File: config.mk
export PLATFORM = sky130hd
export DESIGN_NAME = jk_bank_sequencer
export DESIGN_NICKNAME = d
export VERILOG_FILES = /design/src/rtl/jk_seq_pkg.sv /design/src/rtl/jk_cell.sv /design/src/rtl/jk_bank_sequencer.sv
export SDC_FILE = /design/constraint.sdc
export NUM_CORES = 1
export LEC_CHECK = 0
export CORE_MARGIN = 2
export CORE_UTILIZATION = 35
export CTS_BUF_LIST = sky130_fd_sc_hd__clkbuf_4
export CTS_CLUSTER_SIZE = 10
export DETAILED_ROUTE_END_ITERATION = 8
export GPL_TIMING_DRIVEN = 0
export PLACE_DENSITY = 0.53
export SLEW_MARGIN = 20
export SYNTH_ARGS = -nofsm -noshare
export SYNTH_HDL_FRONTEND = slang
export SYNTH_SLANG_ARGS = --single-unit
export TNS_END_PERCENT = 10
File: constraint.sdc
create_clock -name clk -period 2.35 [get_ports clk]
set_clock_uncertainty 0.15 [all_clocks]
set_input_delay 0.47 -clock clk [delete_from_list [all_inputs] [get_ports clk]]
set_output_delay 0.47 -clock clk [all_outputs]
set_load 0.02 [all_outputs]
File: src/rtl/jk_seq_pkg.sv
// Shared opcodes, FSM state encoding and the counting toggle-mask helper
// for the JK bank sequencer.
package jk_seq_pkg;

  localparam logic [2:0] OP_NOP    = 3'd0;
  localparam logic [2:0] OP_CLEAR  = 3'd1;
  localparam logic [2:0] OP_SET    = 3'd2;
  localparam logic [2:0] OP_TOGGLE = 3'd3;
  localparam logic [2:0] OP_LOAD   = 3'd4;
  localparam logic [2:0] OP_CNT_UP = 3'd5;
  localparam logic [2:0] OP_CNT_DN = 3'd6;
  localparam logic [2:0] OP_RSVD   = 3'd7;

  // Widest bank the mask helper supports.
  localparam int MASK_W = 64;

  typedef enum logic [1:0] {
    IDLE  = 2'd0,
    APPLY = 2'd1,
    COUNT = 2'd2,
    DONE  = 2'd3
  } state_t;

  // Bit idx toggles when every lower bit equals the direction bit:
  // all ones for counting up, all zeros for counting down.
  function automatic logic count_toggle(input logic [MASK_W-1:0] qv,
                                        input int idx,
                                        input logic up);
    logic t;
    t = 1'b1;
    for (int b = 0; b < MASK_W; b++) begin
      if (b < idx && qv[b] != up) t = 1'b0;
    end
    return t;
  endfunction

endpackage

File: src/rtl/jk_cell.sv
// Single JK flip-flop storage cell; {j,k}: 00 hold, 01 clear, 10 set, 11 toggle.
module jk_cell (
  input  logic clk,
  input  logic rst_n,
  input  logic j,
  input  logic k,
  output logic q
);

  always_ff @(posedge clk or negedge rst_n) begin
    if (!rst_n) begin
      q <= 1'b0;
    end else begin
      case ({j, k})
        2'b01:   q <= 1'b0;
        2'b10:   q <= 1'b1;
        2'b11:   q <= ~q;
        default: q <= q;
      endcase
    end
  end

endmodule

File: src/rtl/jk_bank_sequencer.sv
// Command sequencer driving a WIDTH-bit bank of JK cells.
// Optional build macro JK_SAT_EN makes count commands saturate instead of wrapping.
module jk_bank_sequencer
  import jk_seq_pkg::*;
#(
  parameter int WIDTH = 8,
  parameter int CNT_W = 8
) (
  input  logic             clk,
  input  logic             rst_n,
  input  logic             cmd_valid,
  output logic             cmd_ready,
  input  logic [2:0]       cmd_op,
  input  logic [WIDTH-1:0] cmd_data,
  input  logic [CNT_W-1:0] cmd_cnt,
  output logic [WIDTH-1:0] q,
  output logic             busy,
  output logic             done
);

  state_t           state, state_nxt;
  logic [2:0]       op_r;
  logic [WIDTH-1:0] data_r;
  logic [CNT_W-1:0] cnt_r;
  logic [WIDTH-1:0] j, k, cnt_mask;
  logic             accept, is_count;

  assign accept   = cmd_valid && cmd_ready;
  assign is_count = (cmd_op == OP_CNT_UP) || (cmd_op == OP_CNT_DN);

  always_ff @(posedge clk or negedge rst_n) begin
    if (!rst_n) state <= IDLE;
    else        state <= state_nxt;
  end

  always_ff @(posedge clk or negedge rst_n) begin
    if (!rst_n) begin
      op_r   <= OP_NOP;
      data_r <= '0;
      cnt_r  <= '0;
    end else if (accept) begin
      op_r   <= cmd_op;
      data_r <= cmd_data;
      cnt_r  <= cmd_cnt;
    end else if (state == COUNT) begin
      cnt_r  <= cnt_r - CNT_W'(1);
    end
  end

  // Mask follows the live bank value so every step sees the previous step's result.
  always_comb begin
    cnt_mask = '0;
    for (int i = 0; i < WIDTH; i++) begin
      cnt_mask[i] = count_toggle(MASK_W'(q), i, op_r == OP_CNT_UP);
    end
`ifdef JK_SAT_EN
    if ((op_r == OP_CNT_UP && (&q)) || (op_r == OP_CNT_DN && ~(|q))) cnt_mask = '0;
`endif
  end

  always_comb begin
    state_nxt = state;
    cmd_ready = 1'b0;
    busy      = 1'b0;
    done      = 1'b0;
    j         = '0;
    k         = '0;
    case (state)
      IDLE: begin
        cmd_ready = 1'b1;
        if (cmd_valid) begin
          if (!is_count)             state_nxt = APPLY;
          else if (cmd_cnt != '0)    state_nxt = COUNT;
          else                       state_nxt = DONE;
        end
      end
      APPLY: begin
        busy      = 1'b1;
        state_nxt = DONE;
        case (op_r)
          OP_CLEAR:  k = '1;
          OP_SET:    j = '1;
          OP_TOGGLE: begin j = data_r; k = data_r;  end
          OP_LOAD:   begin j = data_r; k = ~data_r; end
          default:   ;
        endcase
      end
      COUNT: begin
        busy = 1'b1;
        j    = cnt_mask;
        k    = cnt_mask;
        if (cnt_r == CNT_W'(1)) state_nxt = DONE;
      end
      DONE: begin
        done      = 1'b1;
        state_nxt = IDLE;
      end
      default: state_nxt = IDLE;
    endcase
  end

  for (genvar g = 0; g < WIDTH; g++) begin : g_cell
    jk_cell u_cell (
      .clk   (clk),
      .rst_n (rst_n),
      .j     (j[g]),
      .k     (k[g]),
      .q     (q[g])
    );
  end

endmodule
# Word level (Yosys, flattened, before mapping)

Index checks and enable logic that the tools add are counted.
Widths: inputs -> output; s select.

$add $sub $neg: 1
Equality and inequality tests: 44
Mux-type cells: 29
Bitwise operators: 9
Reductions and logical operators: 16

Operator list:

| operator            | count |
|---|---|
| $pmux 8 s2          | 3 |
| $eq 2x2->1 const B  | 18 |
| $pmux 1 s3          | 8 |
| $pmux 8 s3          | 1 |
| $reduce_bool 3->1   | 8 |
| $eq 2x1->1 const B  | 9 |
| $mux 8              | 2 |
| $eq 3x3->1 const B  | 4 |
| $mux 1              | 11 |
| $eq 8x1->1 const B  | 1 |
| $not 1->1           | 8 |
| $not 8->8           | 1 |
| $pmux 2 s4          | 1 |
| $reduce_bool 8->1   | 1 |
| $sub 8x1->8 const B | 1 |
| $ne 1x1->1          | 7 |
| $eq 3x2->1 const B  | 2 |
| $mux 2              | 3 |
| $reduce_or 2->1     | 2 |
| $eq 3x1->1 const B  | 1 |
| $logic_not 2->1     | 1 |
| $ne 2x1->1 const B  | 1 |
| $ne 2x2->1 const B  | 1 |
| $reduce_and 2->1    | 1 |
| 3 further kinds     | 3 |

Bits in registers: 29
Output and inout port bits: 11
Logic and storage cells: 111

# Longest topological paths before layout

Word-level depth: 12
Gate-level depth with buffers: 8
Mapped depth without buffers: 7

# Modules after synthesis

From an unflattened synthesis, not the netlist that was laid out.

Cells, all modules: 210
Area, all modules: 1864.3 sq um

Modules (own cells, without submodules):

| module            | instances | cells each | area each (sq um) |
|---|---|---|---|
| jk_bank_sequencer | 1         | 186        | 1594.0 |
| jk_cell           | 8         | 3          | 33.8 |

# Least setup slack after synthesis

OpenSTA, ideal clock, no wires.

Path type: register -> register
Start point: reg state[0]
End point: reg g_cell[7].u_cell.q
Library setup time: 0.126 ns
Data arrival time: 1.688 ns
Slack: 0.386 ns
Stages on the path, launching flop included: 8
Clock period less this slack: 1.964 ns
Path through: dfrtp_1 > inv_1 > ha_1 > or4b_4 > mux2i_4 > o211a_1 > a31o_2 > a21oi_2

Longest elaborated chain between the ends: 4

Ends and longest elaborated chain:

| what                                            | RTL line                | text |
|---|---|---|
| start: declaration                              | jk_bank_sequencer.sv:21 | `state_t state, state_nxt;` |
| start signal: assignment                        | jk_bank_sequencer.sv:33 | `else state <= state_nxt;` |
| $eq 2x2->1 or $eq 2x1->1 (tied branches)        | jk_bank_sequencer.sv:68 | `case (state)` |
| $pmux 8 s2                                      | jk_bank_sequencer.sv:68 |  |
| $eq 2x2->1 or $eq 2x1->1 (tied branches)        | jk_cell.sv:14           | `case ({j, k})` |
| $pmux 1 s3 or $reduce_bool 3->1 (tied branches) | -                       |  |
| end signal: assignment                          | jk_cell.sv:17           | `2'b11: q <= ~q;` |
| end signal: assignment                          | jk_cell.sv:18           | `default: q <= q;` |
| end: declaration                                | jk_cell.sv:7            | `output logic q` |

Parallel ways exist; a longest one is shown, timed or not.
A chain may end at the register's enable or synchronous reset.

# Final worst setup path

Start point: reg state[0]
End point: out busy

Longest elaborated chain between the ends: 3

Ends and longest elaborated chain:

| what                                     | RTL line                | text |
|---|---|---|
| $eq 2x2->1 or $eq 2x1->1 (tied branches) | jk_bank_sequencer.sv:68 |  |
| $reduce_or 2->1 (no line) (*)            | -                       |  |
| $mux 1 (*)                               | jk_bank_sequencer.sv:68 |  |
| end: declaration                         | jk_bank_sequencer.sv:17 | `output logic busy,` |

Every way passes the cells marked *; elsewhere a longest branch is shown, timed or not.

==> results.cfg <==
[flow_run]
drv_cap = 0

[floorplanning]
pin_count = 33
coreArea_mm2 = 0.00551
dieArea_mm2 = 0.00629
start_util = 0.360
rows = 27
die_y_um = 79.3
die_x_um = 79.3

[global_routing]
gr-usage-all-layers = 0.166
grtUsageMet1 = 0.245
grt_start_max_net_pins = 30
grt_overflow = 0
antenna_found_initial = 0
grt_use_met2 = 0.244
met3_usage = 0.0341
grt_pass1_vias = 1593
grt_pass1_wl_mm = 8.02
busiest_layer = met1

[clock_network]
cts_sinks = 29
htreeDepth = 2
cts-buffers-inserted = 5
cts_root_buf = clkbuf_4
post_cts_buffers = 0
clk_latency_ps = 340
cts_tree = done
clockBufferDepth = 2
cts.clk_slew.worst_paths_ps = 100

[final_layout]
nets = 289
antenna_cells = 0
fin_area_mm2 = 0.00244
final_util = 0.443
areaGrowthSynthToFinish_pct = 23.0
final-instance-count-excl-fill = 333
drive_gt1_frac = 0.153

[logic_synthesis]
ys_types = 49
async_flop_share = 1.00
syn-num-nets = 250
syn_area_mm2 = 0.00198
synth_most_common_cell = dfrtp_1
synth_area_leader_cell = dfrtp_1
yosys_warnings = 0
synth_edf_count = 0
synth-seq-area-share = 0.366
post-synth-top-area-fraction = 0.366
synth_common_cells = dfrtp_1, a21oi_1, o21ai_0
avgSynthCellArea_um2 = 8.98
yosys-top-cells-area = dfrtp_1, mux2_2, a21oi_1
synth_ff_type = dfrtp_1
syn_inst = 221
ys_ff_latch = 29

[timing]
final-hold-violation-count = 0
clock.fmax_mhz = 446
tns_ps = 0
worst_slack_ps = 108
final_max_slew_viol_count = 0
post-route-period-util = 0.954
maxSlewHeadroom = 0.532
grt_setup_unrepaired = false
worstMarginPinSlew_ps = 701
setup_viol = 0
finalCriticalPeriod_ps = 2240
fin_hold_ws_ps = 19.3

[placed_design]
place_congestion = 0.799
placed_cell_area_mm2 = 0.00239
placedCellCount = 325
place.port_buffers = 32
dp_hpwl_mm = 3.46
post-place-ws_ps = -82.7

[setup_path]
startpoint_type = register
crit_fanout = 6
crit_arrival_ps = 1620
required_ps = 1730
crit_type = reg -> out
end_kind = primary output

[power]
vdd_drop_max_mv = 0.283
total_power_uw = 846
powerDensity_mw_per_mm2 = 347
power_leakage_nw = 0.993

[drt]
initialDrtViolationCount = 95
route.detailed.drc = 0
wire_per_inst_um = 14.3
first_pass_iters = 4
totalWireLength_mm = 4.75
vias = 1689
ant_nets = 0
vias_per_cell = 5.07

[run_status]
status = complete, no violations

[min_path]
holdCritPathClass = in -> async
==> worst max-delay path, stage by stage, from the launching register on <==
cell and delay, ps:
dfrtp_1 410, inv_1 100, ha_1 410, dlygate4sd2_1 360
==> worst paths after layout <==
check | startpoint | endpoint | slack, ps | cells after the start
setup reg to reg | state[0] | g_cell[7].u_cell.q | 180 | 7
hold / removal | rst_n | g_cell[7].u_cell.q | 20 | 1
hold reg to reg | g_cell[7].u_cell.q | g_cell[7].u_cell.q | 340 | 1
min in group clk | g_cell[7].u_cell.q | g_cell[7].u_cell.q | 340 | 1
max in group asynchronous | rst_n | data_r[7] | 1570 | 1
setup / recovery | state[0] | busy | 110 | 3
==> state kept, by name, summed over array words and instances, names as in the netlist <==
| register | flops |
|---|---|
| data_r | 8 |
| cnt_r | 8 |
| op_r | 3 |
| g_cell.u_cell.q | 8 |
| state | 2 |
==> logic make-up (layout without fill, tap and decap cells) <==
| logic type | after synthesis | in the layout | share of synthesized area |
|---|---|---|---|
| compound gates | 70 | 70 | 0.218 |
| simple gates | 64 | 64 | 0.175 |
| flops | 29 | 29 | 0.366 |
| buf+inv | 28 | 68 | 0.0731 |
| mux | 14 | 14 | 0.0845 |
| xor+xnor | 9 | 9 | 0.0397 |
| fa+ha+maj | 7 | 7 | 0.0441 |
==> cells in the final DEF (no fill, tap or decap), drive strengths merged, types with 9 or more instances in the layout <==
cell type / instances
a21oi: 21
buf: 12
clkbuf: 12
clkdlybuf4s50: 29
dfrtp: 29
inv: 10
mux2: 12
nand2: 13
nor2: 14
nor2b: 9
o21ai: 20
o22ai: 9
==> metal layers <==
metal / wire length (um) / vias up
li1: - / 869
met1: 2480 / 780
met2: 2030 / 34
met3: 163 / 6
met4: 70 / 0
met5: 0 / -
==> power breakdown <==
part	switching (mW)	leakage [nW]	internal (mW)
registers	0	0.344	0.499
logic	0.0188	0.619	0.0308
clock network	0.190	0.0300	0.108
total	0.209	0.993	0.638
==> timing repair <==
item                       CTS  global route
hold endpoints to repair     0             0
hold buffers                 0             0
gates resized for setup      2             3
cloned                       0             0
setup endpoints to repair    2             5
==> cell type report <==
type                    instances  area [um2]
plain buffers                  18         109
clock buffers                   5        37.5
clock inverters                 3        12.5
fillers                       567        3070
inverters                      10        37.5
multi-input cells             164        1120
flip-flops and latches         29         726
well taps                      72        90.1
repair buffers                 32         313
No activity file was read; power rests on OpenSTA's default activity.
